--- src/rtl/ps2_pkg.sv ---
// ps2_pkg: definitions shared by the PS/2 host transmitter and the scan-code
// receiver.
//   ps2_state_e  : transmitter FSM encoding
//   DATA_BITS    : payload width of a PS/2 frame
//   LAST_BIT_IDX : index of the stop bit within the transmit bit counter
//   odd_parity() : parity bit that makes the frame's count of ones odd
package ps2_pkg;

  typedef enum logic [2:0] {
    IDLE      = 3'd0,
    INHIBIT   = 3'd1,
    REQ       = 3'd2,
    SEND      = 3'd3,
    ACK       = 3'd4,
    WAIT_IDLE = 3'd5
  } ps2_state_e;

  localparam int DATA_BITS    = 8;
  localparam int LAST_BIT_IDX = 9;

  function automatic logic odd_parity(input logic [DATA_BITS-1:0] d);
    return ~^d;
  endfunction

endpackage

--- src/rtl/ps2_line_filter.sv ---
// ps2_line_filter: brings one raw PS/2 pin into the clk domain and debounces it.
//   clk, rst_n : system clock, synchronous active-low reset
//   i_raw      : raw pin, asynchronous to clk
//   o_level    : filtered level; resets to 1 (idle line)
// The level only moves after FILTER_CYCLES consecutive synchronized samples
// that all disagree with it, so short glitches are swallowed.
module ps2_line_filter #(
  parameter int FILTER_CYCLES = 4
) (
  input  logic clk,
  input  logic rst_n,
  input  logic i_raw,
  output logic o_level
);

  localparam int CW = $clog2(FILTER_CYCLES + 1);
  localparam logic [CW-1:0] LAST = CW'(FILTER_CYCLES - 1);

  logic          r_sync1;
  logic          r_sync2;
  logic          r_level;
  logic [CW-1:0] r_cnt;

  always_ff @(posedge clk) begin
    if (!rst_n) begin
      r_sync1 <= 1'b1;
      r_sync2 <= 1'b1;
      r_level <= 1'b1;
      r_cnt   <= '0;
    end else begin
      r_sync1 <= i_raw;
      r_sync2 <= r_sync1;
      if (r_sync2 == r_level) begin
        r_cnt <= '0;
      end else if (r_cnt == LAST) begin
        // this is the FILTER_CYCLES-th disagreeing sample in a row
        r_level <= r_sync2;
        r_cnt   <= '0;
      end else begin
        r_cnt <= r_cnt + 1'b1;
      end
    end
  end

  assign o_level = r_level;

endmodule

--- src/rtl/ps2_host_transmitter.sv ---
// ps2_host_transmitter: sends one command byte from the host to a PS/2 device.
//   clk, rst_n          : system clock, synchronous active-low reset
//   txData/txValid/txReady : byte handshake, accepted when txValid & txReady
//   ps2ClkIn/ps2DataIn  : raw PS/2 pins (shared with the receiver)
//   ps2ClkOutEn/ps2DataOutEn : 1 = pull the line low, 0 = release (open drain)
//   busy                : transfer in progress, receiver must ignore the lines
//   txDone/txError      : one-cycle completion / failure pulses
// Sequence: hold clock low (INHIBIT), pull data low (REQ, start bit), release
// clock and present one bit per device clock fall (SEND), then check the
// device's acknowledge (ACK) and wait for both lines to go idle (WAIT_IDLE).
module ps2_host_transmitter
  import ps2_pkg::*;
#(
  parameter int INHIBIT_CYCLES = 5000,
  parameter int FILTER_CYCLES  = 4,
  parameter int TIMEOUT_CYCLES = 750000
) (
  input  logic                 clk,
  input  logic                 rst_n,
  input  logic [DATA_BITS-1:0] txData,
  input  logic                 txValid,
  output logic                 txReady,
  input  logic                 ps2ClkIn,
  input  logic                 ps2DataIn,
  output logic                 ps2ClkOutEn,
  output logic                 ps2DataOutEn,
  output logic                 busy,
  output logic                 txDone,
  output logic                 txError
);

  localparam int ICW = $clog2(INHIBIT_CYCLES + 1);
  localparam int TCW = $clog2(TIMEOUT_CYCLES + 1);
  localparam logic [ICW-1:0] INH_LAST = ICW'(INHIBIT_CYCLES - 1);
  localparam logic [TCW-1:0] TO_LIMIT = TCW'(TIMEOUT_CYCLES);
  localparam logic [3:0]     STOP_IDX = 4'(LAST_BIT_IDX);

  ps2_state_e r_state;
  ps2_state_e w_next;

  logic [ICW-1:0]        r_icnt;
  logic [TCW-1:0]        r_tcnt;
  logic [LAST_BIT_IDX:0] r_shift;    // {stop, parity, data}; bit 0 goes next
  logic [3:0]            r_bit_cnt;
  logic                  r_data_en;
  logic                  r_done;
  logic                  r_err;
  logic                  r_clk_prev;

  logic w_clk_lvl;
  logic w_data_lvl;
  logic w_fall;
  logic w_hs;
  logic w_timed;
  logic w_timeout;

  ps2_line_filter #(.FILTER_CYCLES(FILTER_CYCLES)) u_clk_filt (
    .clk     (clk),
    .rst_n   (rst_n),
    .i_raw   (ps2ClkIn),
    .o_level (w_clk_lvl)
  );

  ps2_line_filter #(.FILTER_CYCLES(FILTER_CYCLES)) u_data_filt (
    .clk     (clk),
    .rst_n   (rst_n),
    .i_raw   (ps2DataIn),
    .o_level (w_data_lvl)
  );

  assign w_fall    = r_clk_prev & ~w_clk_lvl;
  assign w_hs      = txValid & (r_state == IDLE);
  assign w_timed   = (r_state == SEND) | (r_state == ACK) | (r_state == WAIT_IDLE);
  // timeout wins over a coincident clock fall
  assign w_timeout = w_timed & (r_tcnt == TO_LIMIT);

  // state register
  always_ff @(posedge clk) begin
    if (!rst_n) r_state <= IDLE;
    else        r_state <= w_next;
  end

  // next state
  always_comb begin
    w_next = r_state;
    case (r_state)
      IDLE:      if (txValid) w_next = INHIBIT;
      INHIBIT:   if (r_icnt == INH_LAST) w_next = REQ;
      REQ:       w_next = SEND;
      SEND: begin
        if (w_timeout)                          w_next = IDLE;
        else if (w_fall && r_bit_cnt == STOP_IDX) w_next = ACK;
      end
      ACK: begin
        if (w_timeout)   w_next = IDLE;
        else if (w_fall) w_next = w_data_lvl ? IDLE : WAIT_IDLE;
      end
      WAIT_IDLE: begin
        if (w_timeout)                  w_next = IDLE;
        else if (w_clk_lvl && w_data_lvl) w_next = IDLE;
      end
      default:   w_next = IDLE;
    endcase
  end

  // outputs
  always_comb begin
    txReady      = (r_state == IDLE);
    busy         = (r_state != IDLE);
    ps2ClkOutEn  = (r_state == INHIBIT) | (r_state == REQ);
    ps2DataOutEn = 1'b0;
    if (r_state == REQ)  ps2DataOutEn = 1'b1;
    if (r_state == SEND) ps2DataOutEn = r_data_en;
    txDone       = r_done;
    txError      = r_err;
  end

  // datapath: counters, shift register, registered data enable and pulses
  always_ff @(posedge clk) begin
    if (!rst_n) begin
      r_icnt     <= '0;
      r_tcnt     <= '0;
      r_shift    <= '0;
      r_bit_cnt  <= '0;
      r_data_en  <= 1'b0;
      r_done     <= 1'b0;
      r_err      <= 1'b0;
      r_clk_prev <= 1'b1;
    end else begin
      r_clk_prev <= w_clk_lvl;
      r_done     <= 1'b0;
      r_err      <= 1'b0;
      case (r_state)
        IDLE: begin
          if (w_hs) begin
            r_shift <= {1'b1, odd_parity(txData), txData};
            r_icnt  <= '0;
          end
        end
        INHIBIT: r_icnt <= r_icnt + 1'b1;
        REQ: begin
          // the first SEND cycle counts as cycle 1 of the timeout window
          r_tcnt    <= TCW'(1);
          r_bit_cnt <= '0;
          r_data_en <= 1'b1;   // keep the start bit on the line
        end
        SEND: begin
          if (w_timeout) begin
            r_err     <= 1'b1;
            r_data_en <= 1'b0;
          end else begin
            r_tcnt <= r_tcnt + 1'b1;
            if (w_fall) begin
              r_data_en <= ~r_shift[0];
              r_shift   <= {1'b1, r_shift[LAST_BIT_IDX:1]};
              r_bit_cnt <= r_bit_cnt + 1'b1;
            end
          end
        end
        ACK: begin
          if (w_timeout) begin
            r_err <= 1'b1;
          end else begin
            r_tcnt <= r_tcnt + 1'b1;
            if (w_fall && w_data_lvl) r_err <= 1'b1;
          end
        end
        WAIT_IDLE: begin
          if (w_timeout) begin
            r_err <= 1'b1;
          end else begin
            r_tcnt <= r_tcnt + 1'b1;
            if (w_clk_lvl && w_data_lvl) r_done <= 1'b1;
          end
        end
        default: ;
      endcase
    end
  end

endmodule
--- config.mk ---
export PLATFORM = sky130hd
export DESIGN_NAME = ps2_host_transmitter
export DESIGN_NICKNAME = d
export VERILOG_FILES = /design/src/rtl/ps2_pkg.sv /design/src/rtl/ps2_line_filter.sv /design/src/rtl/ps2_host_transmitter.sv
export SDC_FILE = /design/constraint.sdc
export NUM_CORES = 1
export LEC_CHECK = 0
export CORE_UTILIZATION = 35
export DETAILED_ROUTE_END_ITERATION = 12
export PLACE_DENSITY = 0.51
export SYNTH_ARGS = -nofsm -noshare
export SYNTH_HDL_FRONTEND = slang
export SYNTH_HIERARCHICAL = 1
export SYNTH_SLANG_ARGS = --single-unit
--- constraint.sdc ---
create_clock -name clk -period 1.6 [get_ports clk]
set_input_delay 0.16 -clock clk [delete_from_list [all_inputs] [get_ports clk]]
set_output_delay 0.16 -clock clk [all_outputs]
set_load 0.03 [all_outputs]
==> qor.log <==
[global_route] pin count of the biggest net entering global routing 18
[sta] final critical-path setup slack -238 ps
[clocking] clock-pin slew of the registers on the worst-case setup and hold paths 80 ps
[synthesis] share of synthesized area spent on multiplexers 0.0391
[floorplanning] Starting Density 0.367
[sta] aggregate negative setup slack -4650 ps
[setup_path] Worst EP required 1860 ps
[placement] IO buf count 18
[synthesis] dominant register cell in the synthesized netlist dfxtp_1
[power] share of power burned in registers 0.353
[cells_and_area] post-route cell area 5140 µm²
[power] power spent charging and discharging nets 1.73 mW
[synthesis] simple-gate share of the synthesized area 0.281
[synthesis] fraction of registers with async set/reset 0
[clocking] buffer type at the clock tree root clkbuf_8
[synthesis] warnings from Yosys 6
[floorplanning] number of rows in the core area 35
[floorplanning] Core Box Area 9420 µm²
[sta] relative max-transition margin 0.707
[power] clock power share 0.266
[synthesis] Mapped Avg Cell Area 8.74 µm²
[setup_path] kind of launch point of the worst setup path flip-flop
[floorplanning] horizontal extent of the die 101 µm
[clocking] Clock H-tree levels 3
[synthesis] sequential-to-total area share from yosys stat 0.382
[placement] Placed Instance Area 4470 µm²
[detailed_routing] initial detailed-routing violation count 92
[detailed_routing] vias post-DR 3444
[power] Power Density 1010 nW/µm²
[floorplanning] Ports 19
[clocking] TritonCTS clock tree built
[synthesis] largest family of logic cells by synthesized area simple AND/OR/NAND/NOR gates
[global_route] total global routing overflow 0
[power] switching fraction of total power 0.333
[power] combinational fraction of design power 0.382
[setup_path] Critical Path, Cell by Cell nand4bb_1, or4_4, buf_8, o21ai_4, o21ai_2, a311oi_1
[power] cell internal pwr 3.46 mW
[sta] Final Hold Viols 0
[floorplanning] vertical die dimension 101 µm
[synthesis] area of the mapped netlist 3460 µm²
[status] violated checks setup timing
[global_route] first-pass GRT wire length 15.3 mm
[status] run status finished, violations left
[sta] time the final worst path needs with I/O delays and setup 1840 ps
[clocking] hold buffer count at cts 0
[sta] top achievable clock speed 0.544 GHz
[power] Total Power Consumption 5.19 mW
[placement] hpwl dp 6.47 mm
[cells_and_area] post-layout net count 542
[cells_and_area] Fillers 874
[clocking] Clock Latency Late Sink 350 ps
[job] max cap viols 0
[cells_and_area] fraction of layout instances using a drive strength above 1 0.371
[global_route] Total Routing Usage GR 0.192
[detailed_routing] wirelength, routed 9.84 mm
[detailed_routing] Routed Antenna Nets 0
[setup_path] Crit path largest cell delay 430 ps
[detailed_routing] total iterations of the first detailed-routing run 4
[sta] Worst Max-Slew Pin Slew 434 ps
[clocking] sink count of the clock tree 66
[sta] Final period util 1.15
[setup_path] maximum fanout encountered on the critical timing path 9
[setup_path] Critical Path AT 2090 ps
[global_route] vias in the first global route 3182
[synthesis] number of enable flip-flop cells after synthesis 0
[clocking] buffer levels on the longest clock path 2
[setup_path] worst path bufs/invs 1
[detailed_routing] drt drc 0
[synthesis] XOR/XNOR Fraction of Synth Area 0.0380
[synthesis] number of unique standard cell types used by synthesis 62
[power] worst-case vdd ir drop 0.000588 V
[power] leakage power 1.96 nW
[synthesis] post-synthesis instance total 396
[synthesis] flip-flop and latch count after synthesis 66
[synthesis] adder-cell share of the synthesized area 0.0325
[sta] final number of max-transition violations 0
[floorplanning] area of the die 10300 µm²
[sta] unrepaired setup endpoints after global routing true
[setup_path] cell at the slowest stage of the critical path or4_4
[clocking] total clock buffers created by CTS 9
[hold_path] worst hold path type in -> reg
[sta] Setup Viol. Count Final 36
[cells_and_area] Finished Core Util 0.546
[sta] final clock skew 13.2 ps
[synthesis] complex-gate fraction of the synthesized area 0.188
[cells_and_area] total inserted antenna cells 0
[placement] routability congestion estimate 0.817
[setup_path] family with the most delay on the worst path compound AO/OA/AOI/OAI gates
[global_route] number of antenna violations at the first check in global routing 0
[cells_and_area] synthesis-to-finish area growth 48.5%
[setup_path] crit end category flip-flop
[synthesis] Synth Net Count 418
[setup_path] type of the setup path with the least slack reg -> reg
[detailed_routing] routed wire length per instance 15.0 µm
[detailed_routing] average vias per placed instance 5.27
[state kept, by name, summed over array words and instances, names as in the netlist]
| signal | flops |
|---|---|
| u_data_filt/r_cnt | 3 |
| r_clk_prev | 1 |
| r_data_en | 1 |
| u_data_filt/o_level | 1 |
| r_state | 3 |
| u_data_filt/r_sync2 | 1 |
| r_shift | 10 |
| r_bit_cnt | 4 |
| r_icnt | 13 |
| r_tcnt | 20 |
| u_data_filt/r_sync1 | 1 |
| txDone | 1 |
| u_clk_filt/r_sync2 | 1 |
| u_clk_filt/o_level | 1 |
| u_clk_filt/r_cnt | 3 |
| txError | 1 |
| u_clk_filt/r_sync1 | 1 |
[power groups by stage]
stage / Combinational [mW] / Clock, mW / Sequential, mW
after floorplan: 0.903 / 0 / 1.84
after global placement: 1.48 / 0 / 1.85
after detailed placement: 1.49 / 0 / 1.85
after CTS: 1.72 / 1.40 / 1.82
after global routing: 2.13 / 1.47 / 1.85
final: 1.98 / 1.38 / 1.83
[final timing paths]
check / startpoint / cells past startpoint / slack, ps / endpoint
max: r_tcnt[6]$_SDFFE_PN0P_ / 6 / -240 / r_shift[0]$_SDFFE_PN0P_
min: ps2ClkIn / 2 / 380 / u_clk_filt/r_sync1$_SDFF_PN1_
max reg2reg: r_tcnt[6]$_SDFFE_PN0P_ / 6 / -240 / r_shift[0]$_SDFFE_PN0P_
min reg2reg: u_data_filt/r_sync1$_SDFF_PN1_ / 1 / 410 / u_data_filt/r_sync2$_SDFF_PN1_
[cell usage in the layout, fill, tap and decap left out, types with 5 or more instances in the layout]
cell              n
nor4b_1           6
o21ai_0           8
xnor2_1           9
nor3_1           10
a311oi_1          7
inv_1            11
nor2_1           25
a31oi_1           5
ha_1              8
clkdlybuf4s50_1  14
or4_1             9
xor2_1            5
mux2i_1           9
nand2_1          41
buf_6            17
a21oi_2           8
nand3_1          21
a21oi_1          16
clkbuf_8          9
dfxtp_1          59
buf_4            93
dfxtp_2           5
nand2b_1         13
nand4_1           8
o211ai_1          6
[routing by layer]
metal | share of wire | track usage | up-vias
met4 | 0.013 | 0.0546 | 0
met2 | 0.47 | 0.316 | 59
li1 | - | - | 1732
met5 | 0 | 0 | -
met3 | 0.034 | 0.0442 | 14
met1 | 0.49 | 0.251 | 1639
[synth_stat cells, drive strengths merged (2+ instances only)]
library cell	count	area [µm²]
dfxtp	66	1320
nand2	42	160
nor2	30	125
a21oi	24	120
nand3	22	110
o21ai	15	101
nor3	14	75.1
nand2b	13	81.3
inv	12	45.0
a311oi	11	96.3
buf	10	57.6
or4	10	75.1
xnor2	10	87.6
ha	9	113
mux2i	9	90.1
nand4	9	71.3
clkbuf	8	30.0
nor4b	7	61.3
o211ai	6	45.0
a31oi	5	31.3
nor2b	5	31.3
o21a	5	37.5
xor2	5	43.8
mux2	4	45.0
and3	3	18.8
and4	3	26.3
and4bb	3	37.5
nor4	3	18.8
o2111ai	3	26.3
o31ai	3	36.3
or3	3	18.8
a2111o	2	22.5
a311o	2	20.0
a41oi	2	17.5
nand3b	2	18.8
o2111a	2	22.5
o311ai	2	17.5
or2	2	12.5
[final cells by class]
| cell class | count | area [µm²] | area share |
|---|---|---|---|
| inverters | 13 | 51.3 | 0.00999 |
| well taps | 129 | 161 | 0.0314 |
| multi-input cells | 301 | 2300 | 0.447 |
| clock inverters | 3 | 40.0 | 0.00780 |
| clock buffers | 13 | 139 | 0.0270 |
| repair buffers | 129 | 1110 | 0.217 |
| flip-flops and latches | 66 | 1340 | 0.260 |
[kinds of logic (layout without fill, tap and decap cells)]
family                   count (synthesis)  after routing
flip-flops                              66             66
AND/OR/NAND/NOR                        174            174
multiplexers                            13             13
buffers and inverters                   31            158
adder cells (fa/ha/maj)                  9              9
XOR/XNOR                                15             15
AO/OA/AOI/OAI                           88             90
[stage by stage]
stage / worst slack [ps] / hold WS [ps] / cells
after floorplan: -110 / 222 / 396
after global placement: -189 / 389 / 615
after detailed placement: -203 / 392 / 615
after CTS: -159 / 366 / 638
after global routing: -300 / 364 / 654
final: -238 / 376 / 654
[timing repair]
action | 4_1_cts | 5_1_grt
setup buffers | 7 | 14
cloned | 1 | 2
pin swaps | 9 | 17
resized for setup | 36 | 37
endpoints found under the setup margin | 44 | 51
(Power assumes the default switching activity.)
